`config.mk`:
```
export PLATFORM = sky130hd
export DESIGN_NAME = keypad_scan_sequencer
export DESIGN_NICKNAME = d
export VERILOG_FILES = /design/src/rtl/keypad_pkg.sv /design/src/rtl/keypad_evt_fifo.sv /design/src/rtl/keypad_scan_sequencer.sv
export SDC_FILE = /design/constraint.sdc
export NUM_CORES = 1
export LEC_CHECK = 0
export CAP_MARGIN = 40
export CORE_ASPECT_RATIO = 1.2
export CORE_MARGIN = 2
export CORE_UTILIZATION = 54
export CTS_CLUSTER_DIAMETER = 80
export CTS_CLUSTER_SIZE = 24
export DETAILED_ROUTE_END_ITERATION = 8
export PLACE_DENSITY = 0.69
export SLEW_MARGIN = 10
export SYNTH_ARGS = -nofsm -noshare
export SYNTH_HDL_FRONTEND = slang
export SYNTH_SLANG_ARGS = --single-unit
```
`constraint.sdc`:
```
create_clock -name clk -period 6.3 [get_ports clk]
set_clock_uncertainty 0.15 [all_clocks]
set_input_delay 0.945 -clock clk [delete_from_list [all_inputs] [get_ports clk]]
set_output_delay 0.945 -clock clk [all_outputs]
set_load 0.005 [all_outputs]
```
`src/rtl/keypad_pkg.sv`:
```
// Shared types and helpers for the keypad scan sequencer.
//   NUM_ROWS / NUM_COLS : matrix geometry (4x4)
//   key_idx_t           : key index, row*4+col
//   key_evt_t           : FIFO event word, [4] release flag, [3:0] key index
//   key_cand_t          : key index plus a valid bit; KEY_NONE means no key
//   scan_state_t        : scanner FSM states
package keypad_pkg;

    localparam int NUM_ROWS = 4;
    localparam int NUM_COLS = 4;
    localparam int NUM_KEYS = NUM_ROWS * NUM_COLS;

    typedef logic [3:0] key_idx_t;
    typedef logic [4:0] key_evt_t;

    typedef struct packed {
        logic     valid;
        key_idx_t idx;
    } key_cand_t;

    // The index is forced to zero so that "no key" compares equal regardless of history.
    localparam key_cand_t KEY_NONE = '{valid: 1'b0, idx: 4'd0};

    typedef enum logic [1:0] {
        IDLE,
        DRIVE,
        SAMPLE,
        EVAL
    } scan_state_t;

    function automatic logic [4:0] key_popcount(input logic [NUM_KEYS-1:0] bits);
        logic [4:0] n;
        n = '0;
        for (int i = 0; i < NUM_KEYS; i++) begin
            n = n + {4'b0000, bits[i]};
        end
        return n;
    endfunction

    // Only meaningful when exactly one bit is set.
    function automatic key_idx_t key_lowest(input logic [NUM_KEYS-1:0] bits);
        key_idx_t idx;
        idx = '0;
        for (int i = NUM_KEYS - 1; i >= 0; i--) begin
            if (bits[i]) begin
                idx = key_idx_t'(i);
            end
        end
        return idx;
    endfunction

endpackage

```
`src/rtl/keypad_evt_fifo.sv`:
```
// First-word fall-through event FIFO.
//   clk, rst_n   : clock, asynchronous active-low reset
//   push_i       : write push_data_i (dropped when full unless a pop happens in the same cycle)
//   push_data_i  : event word
//   ovf_clr_i    : clears overflow_o; a drop in the same cycle keeps it set
//   overflow_o   : sticky, an event was dropped
//   pop_i        : consume head (ignored when empty)
//   valid_o      : FIFO not empty
//   head_o       : oldest entry, zero when empty
module keypad_evt_fifo #(
    parameter int WIDTH = 5,
    parameter int DEPTH = 4
) (
    input  logic             clk,
    input  logic             rst_n,
    input  logic             push_i,
    input  logic [WIDTH-1:0] push_data_i,
    input  logic             ovf_clr_i,
    output logic             overflow_o,
    input  logic             pop_i,
    output logic             valid_o,
    output logic [WIDTH-1:0] head_o
);

    localparam int AW = $clog2(DEPTH);
    localparam logic [AW:0] FULL_CNT = (AW + 1)'(DEPTH);

    logic [WIDTH-1:0] mem_q [DEPTH];
    logic [AW-1:0]    wr_ptr_q;
    logic [AW-1:0]    rd_ptr_q;
    logic [AW:0]      count_q;
    logic             ovf_q;

    logic full;
    logic pop_ok;
    logic push_ok;

    assign full    = (count_q == FULL_CNT);
    assign pop_ok  = pop_i && (count_q != '0);
    // A pop frees the slot in the same cycle, so a full FIFO still accepts push+pop.
    assign push_ok = push_i && (!full || pop_ok);

    always_ff @(posedge clk or negedge rst_n) begin
        if (!rst_n) begin
            wr_ptr_q <= '0;
            rd_ptr_q <= '0;
            count_q  <= '0;
            ovf_q    <= 1'b0;
        end else begin
            if (push_ok) begin
                wr_ptr_q <= wr_ptr_q + AW'(1);
            end
            if (pop_ok) begin
                rd_ptr_q <= rd_ptr_q + AW'(1);
            end
            if (push_ok && !pop_ok) begin
                count_q <= count_q + (AW + 1)'(1);
            end else if (pop_ok && !push_ok) begin
                count_q <= count_q - (AW + 1)'(1);
            end
            if (push_i && full && !pop_ok) begin
                ovf_q <= 1'b1;
            end else if (ovf_clr_i) begin
                ovf_q <= 1'b0;
            end
        end
    end

    // Storage carries no reset; valid_o gates its contents.
    always_ff @(posedge clk) begin
        if (push_ok) begin
            mem_q[wr_ptr_q] <= push_data_i;
        end
    end

    assign valid_o    = (count_q != '0);
    assign head_o     = valid_o ? mem_q[rd_ptr_q] : '0;
    assign overflow_o = ovf_q;

endmodule

```
`src/rtl/keypad_scan_sequencer.sv`:
```
// 4x4 matrix keypad scanner with full-scan debounce and an event FIFO.
//   clk, rst_n : clock, asynchronous active-low reset
//   ena        : scan enable, 0 parks the scanner in IDLE
//   col_n      : active-low columns, asynchronous, 2-flop synchronized
//   row_n      : active-low row strobes, at most one low
//   key_code   : FIFO head, [3:0] row*4+col, [4] release flag
//   key_valid  : FIFO not empty;  key_ready : consumer accepts head
//   ovf_clr    : clear overflow;  overflow  : sticky dropped-event flag
// Build option: KEYPAD_RELEASE_EVT_EN defined -> accepted releases push {1'b1, key}.
module keypad_scan_sequencer
    import keypad_pkg::*;
#(
    parameter int CLK_DIV        = 1000,
    parameter int DEBOUNCE_SCANS = 4,
    parameter int FIFO_DEPTH     = 4
) (
    input  logic       clk,
    input  logic       rst_n,
    input  logic       ena,
    input  logic [3:0] col_n,
    output logic [3:0] row_n,
    output logic [4:0] key_code,
    output logic       key_valid,
    input  logic       key_ready,
    input  logic       ovf_clr,
    output logic       overflow
);

    localparam int CNT_W = $clog2(CLK_DIV);
    localparam int DEB_W = $clog2(DEBOUNCE_SCANS + 1);
    localparam logic [CNT_W-1:0] CNT_LAST = CNT_W'(CLK_DIV - 1);
    localparam logic [DEB_W-1:0] DEB_MAX  = DEB_W'(DEBOUNCE_SCANS);

    logic [NUM_COLS-1:0] col_meta_q;
    logic [NUM_COLS-1:0] col_sync_q;
    logic [NUM_COLS-1:0] cols;

    scan_state_t         state_q, state_d;
    logic [1:0]          row_q, row_d;
    logic [CNT_W-1:0]    cnt_q, cnt_d;
    logic [NUM_KEYS-1:0] scan_buf_q, scan_buf_d;
    key_cand_t           prev_q, prev_d;
    key_cand_t           rep_q, rep_d;
    logic [DEB_W-1:0]    deb_cnt_q, deb_cnt_d;

    logic [4:0]          scan_pop;
    key_cand_t           cand;
    logic [DEB_W-1:0]    deb_next;
    logic                push;
    key_evt_t            push_data;

    assign cols = ~col_sync_q;

    always_ff @(posedge clk or negedge rst_n) begin
        if (!rst_n) begin
            col_meta_q <= '1;
            col_sync_q <= '1;
            state_q    <= IDLE;
            row_q      <= '0;
            cnt_q      <= '0;
            scan_buf_q <= '0;
            prev_q     <= KEY_NONE;
            rep_q      <= KEY_NONE;
            deb_cnt_q  <= '0;
        end else begin
            col_meta_q <= col_n;
            col_sync_q <= col_meta_q;
            state_q    <= state_d;
            row_q      <= row_d;
            cnt_q      <= cnt_d;
            scan_buf_q <= scan_buf_d;
            prev_q     <= prev_d;
            rep_q      <= rep_d;
            deb_cnt_q  <= deb_cnt_d;
        end
    end

    // Classification of the completed scan.
    always_comb begin
        scan_pop = key_popcount(scan_buf_q);
        cand     = KEY_NONE;
        if (scan_pop == 5'd1) begin
            cand.valid = 1'b1;
            cand.idx   = key_lowest(scan_buf_q);
        end
    end

    always_comb begin
        state_d    = state_q;
        row_d      = row_q;
        cnt_d      = cnt_q;
        scan_buf_d = scan_buf_q;
        prev_d     = prev_q;
        rep_d      = rep_q;
        deb_cnt_d  = deb_cnt_q;
        deb_next   = '0;
        push       = 1'b0;
        push_data  = '0;

        case (state_q)
            IDLE: begin
                if (ena) begin
                    state_d = DRIVE;
                    row_d   = '0;
                    cnt_d   = '0;
                end
            end
            DRIVE: begin
                if (cnt_q == CNT_LAST) begin
                    state_d = SAMPLE;
                    cnt_d   = '0;
                end else begin
                    cnt_d = cnt_q + CNT_W'(1);
                end
            end
            SAMPLE: begin
                scan_buf_d[{row_q, 2'b00} +: NUM_COLS] = cols;
                if (row_q == 2'd3) begin
                    state_d = EVAL;
                end else begin
                    state_d = DRIVE;
                    row_d   = row_q + 2'd1;
                end
            end
            EVAL: begin
                if (scan_pop > 5'd1) begin
                    // Ghosting: distrust this scan entirely, restart the stability count.
                    deb_cnt_d = '0;
                end else begin
                    if (cand == prev_q) begin
                        deb_next = (deb_cnt_q == DEB_MAX) ? DEB_MAX : deb_cnt_q + DEB_W'(1);
                    end else begin
                        prev_d   = cand;
                        deb_next = DEB_W'(1);
                    end
                    deb_cnt_d = deb_next;
                    if ((deb_next == DEB_MAX) && (cand != rep_q)) begin
                        rep_d = cand;
                        if (cand.valid) begin
                            push      = 1'b1;
                            push_data = {1'b0, cand.idx};
                        end
`ifdef KEYPAD_RELEASE_EVT_EN
                        if (!cand.valid) begin
                            push      = 1'b1;
                            push_data = {1'b1, rep_q.idx};
                        end
`endif
                    end
                end
                state_d = DRIVE;
                row_d   = '0;
                cnt_d   = '0;
            end
            default: begin
                state_d = IDLE;
            end
        endcase

        // Disabling abandons the scan in progress; debounce state and FIFO are kept.
        if (!ena) begin
            state_d    = IDLE;
            row_d      = '0;
            cnt_d      = '0;
            scan_buf_d = '0;
        end
    end

    always_comb begin
        row_n = 4'hF;
        if ((state_q == DRIVE) || (state_q == SAMPLE)) begin
            row_n = ~(4'b0001 << row_q);
        end
    end

    keypad_evt_fifo #(
        .WIDTH (5),
        .DEPTH (FIFO_DEPTH)
    ) u_fifo (
        .clk         (clk),
        .rst_n       (rst_n),
        .push_i      (push),
        .push_data_i (push_data),
        .ovf_clr_i   (ovf_clr),
        .overflow_o  (overflow),
        .pop_i       (key_valid && key_ready),
        .valid_o     (key_valid),
        .head_o      (key_code)
    );

endmodule

```
==> flow_summary.ini <==
[placed_design]
placement.io_buffers = 18
gp_congestion = 0.793
dp_hpwl_um = 5390

[yosys]
seq_area_frac_synth_pct = 48.1
syn_nets = 414
synth_edf_count = 16
yosys_register_bits = 75
syn_area_um2 = 4090
avgSynthCellArea_um2 = 11.0
synthFlopType = dfrtp_1
yosys_warnings = 0
synth-async-reset-ratio_pct = 78.7
netlist_instances = 371
yosysUniqueCellTypes = 52

[floorplanning]
die_area_um2 = 8290
io_pins = 20
dieHeight_um = 99.4
core_area_um2 = 7320
die_w_um = 83.5
start_util_pct = 55.9
rows = 34

[clocking]
post-cts-setup-buffer-count = 0
cts_made_buffers = 9
ctsLongestPathBuffers = 2
cts.sinks = 75
cts-resized-gates = 0
cts_tree = done
clock_latency_ns = 0.35
hold_buffers = 0
clkTransAtPathRegs_ns = 0.07
htree_num_levels = 3
root_buffer = clkbuf_8

[timing]
tightest_slew_ns = 0.727
maxSlewViolCount = 0
relSlewSlack_pct = 51.5
setup_tns_ns = 0
hold_viol = 0
setup_viol = 0
rsz0062_at_grt = no
fin_crit_sh_pct = 92.1
max_freq_mhz = 172
period_needed_ns = 5.80

[power]
ir_drop_v = 0.000147
finalPower_w = 0.00120
power_density_nw_per_um2 = 262
p_leak_nw = 1.89

[routing]
drt-initial-drc-count = 95
avgRoutedWirePerCell_um = 14.5
drcViolationCount = 0
vias_per_cell = 5.43
vias = 2660
wl_um = 7110
first_pass_iters = 4
postRouteAntennaNets = 0

[global_route]
grt-ovfl-total = 0
grt_use_total_pct = 18.9
grt_antenna_before_repair = 0
grt_max_degree = 60
grt_pass1_wl_um = 12400
grt_pass1_vias = 2634

[finish]
nFillCells = 621
final_cell_mix = dfrtp_1, inv_1, nand2_1, nor2_1, ha_1
areaGrowthSynthToFinish_pct = 11.7
drive_gt1_share_pct = 12.0
final_common_cell = dfrtp_1
antenna-diode-count = 0
layout.nets = 438

[setup_path]
worstSetupEndpointType = flip-flop
critPathKind = flip-flop to flip-flop
worst_ep_arrival_time_ns = 5.92
startpoint_type = flip-flop
cp_max_fo = 8
crit_required_ns = 6.42

[run]
maxCapViolCount = 0

[min_path]
hp-class = flip-flop to flip-flop

[status]
status = finished, final reports clean
[per-layer routing]
metal,part of all wire (%),vias up,global-route usage [%]
met1,44,1291,23.3
met5,0,-,0
met3,2.9,9,4.23
li1,-,1322,-
met2,51,38,33.1
met4,1.5,0,6.70
[through the flow]
| step | instance area, um^2 | utilization, % | hold slack (ns) | setup slack [ns] | instances |
|---|---|---|---|---|---|
| after detailed placement | 4360 | 59.6 | 0.198 | 0.365 | 474 |
| after floorplan | 4090 | - | 0.195 | 0.598 | 371 |
| final | 4570 | 62.5 | 0.207 | 0.498 | 490 |
| after global placement | 4360 | 59.6 | 0.196 | 0.536 | 474 |
| after CTS | 4560 | 62.4 | 0.209 | 0.344 | 490 |
| after global routing | 4570 | 62.5 | 0.211 | 0.0588 | 490 |
[registers in the layout (all words and copies together), names as in the netlist]
signal	flops
cnt_q	10
col_meta_q	4
col_sync_q	4
deb_cnt_q	3
prev_q	5
rep_q	5
row_q	2
scan_buf_q	16
state_q	2
u_fifo.count_q	3
u_fifo.mem_q	16
u_fifo.overflow_o	1
u_fifo.rd_ptr_q	2
u_fifo.wr_ptr_q	2
[critical path, cell delays in order (launching register included)]
cell,delay [ns]
dfrtp_1,0.46
fa_1,0.56
inv_1,0.05
fa_1,0.45
fa_1,0.53
fa_1,0.41
inv_1,0.07
ha_1,0.15
inv_1,0.05
fa_1,0.47
nor3b_2,0.20
and2_1,0.22
nand4_1,0.18
xnor2_1,0.22
nand2_1,0.14
nor4b_4,0.33
ha_1,0.23
inv_1,0.06
fa_1,0.37
xor2_1,0.17
nor2_1,0.12
xor2_1,0.15
[power breakdown]
| group | internal, W | switching (W) |
|---|---|---|
| Clock | 0.000204 | 0.000168 |
| Combinational | 0.000129 | 0.000120 |
| Sequential | 0.000533 | 0.0000451 |
| Total | 0.000866 | 0.000333 |
[path summary, 6_finish.rpt]
kind | cells after the start | startpoint | end | slack [ns]
setup / recovery | 21 | scan_buf_q[5] | u_fifo.count_q[2] | 0.50
max in group asynchronous | 2 | rst_n | u_fifo.rd_ptr_q[0] | 4.92
hold reg to reg | 0 | col_meta_q[2] | col_sync_q[2] | 0.21
min in group asynchronous | 2 | rst_n | u_fifo.wr_ptr_q[0] | 0.57
setup reg to reg | 21 | scan_buf_q[5] | u_fifo.count_q[2] | 0.50
hold / removal | 0 | col_meta_q[2] | col_sync_q[2] | 0.21
[Yosys cell counts, drive strengths merged (2+ instances only)]
cell type / n / area, um^2
dfrtp: 51 / 1280
nor2: 33 / 124
inv: 32 / 120
nand2: 32 / 120
ha: 23 / 288
o21ai: 20 / 100
edfxtp: 16 / 480
nand3: 13 / 65.1
fa: 11 / 220
xnor2: 11 / 96.3
xor2: 11 / 96.3
and2: 10 / 62.6
mux2: 9 / 105
nand2b: 9 / 56.3
a21boi: 8 / 60.1
dfstp: 8 / 210
a21oi: 5 / 25.0
clkbuf: 5 / 18.8
nor4: 5 / 31.3
and3: 4 / 25.0
mux4: 4 / 90.1
nand4: 4 / 31.3
nor2b: 4 / 25.0
nor3: 4 / 20.0
mux2i: 3 / 30.0
o31ai: 3 / 22.5
or4: 3 / 22.5
or4b: 3 / 30.0
a31o: 2 / 17.5
a41o: 2 / 20.0
a41oi: 2 / 17.5
buf: 2 / 15.0
nand3b: 2 / 15.0
nor3b: 2 / 15.0
nor4b: 2 / 32.5
o22ai: 2 / 12.5
[area by class of cell]
cell class | count | area, um^2 | area share (%)
Clock inverter | 4 | 47.5 | 1.04
Clock buffer | 12 | 155 | 3.39
Multi-Input combinational cell | 257 | 1980 | 43.3
Timing Repair Buffer | 20 | 190 | 4.16
Inverter | 32 | 120 | 2.63
Sequential cell | 75 | 1970 | 43.0
Tap cell | 90 | 113 | 2.46
[cell families after synthesis]
kind of cell,after synthesis,synth area share (%)
multiplexers,16,5.50
buffers and inverters,39,3.76
flip-flops,75,48.1
AO/OA/AOI/OAI,51,8.35
AND/OR/NAND/NOR,133,17.1
other,1,0.0916
XOR/XNOR,22,4.71
adder cells (fa/ha/maj),34,12.4
Power figures use the tool's default switching activity.
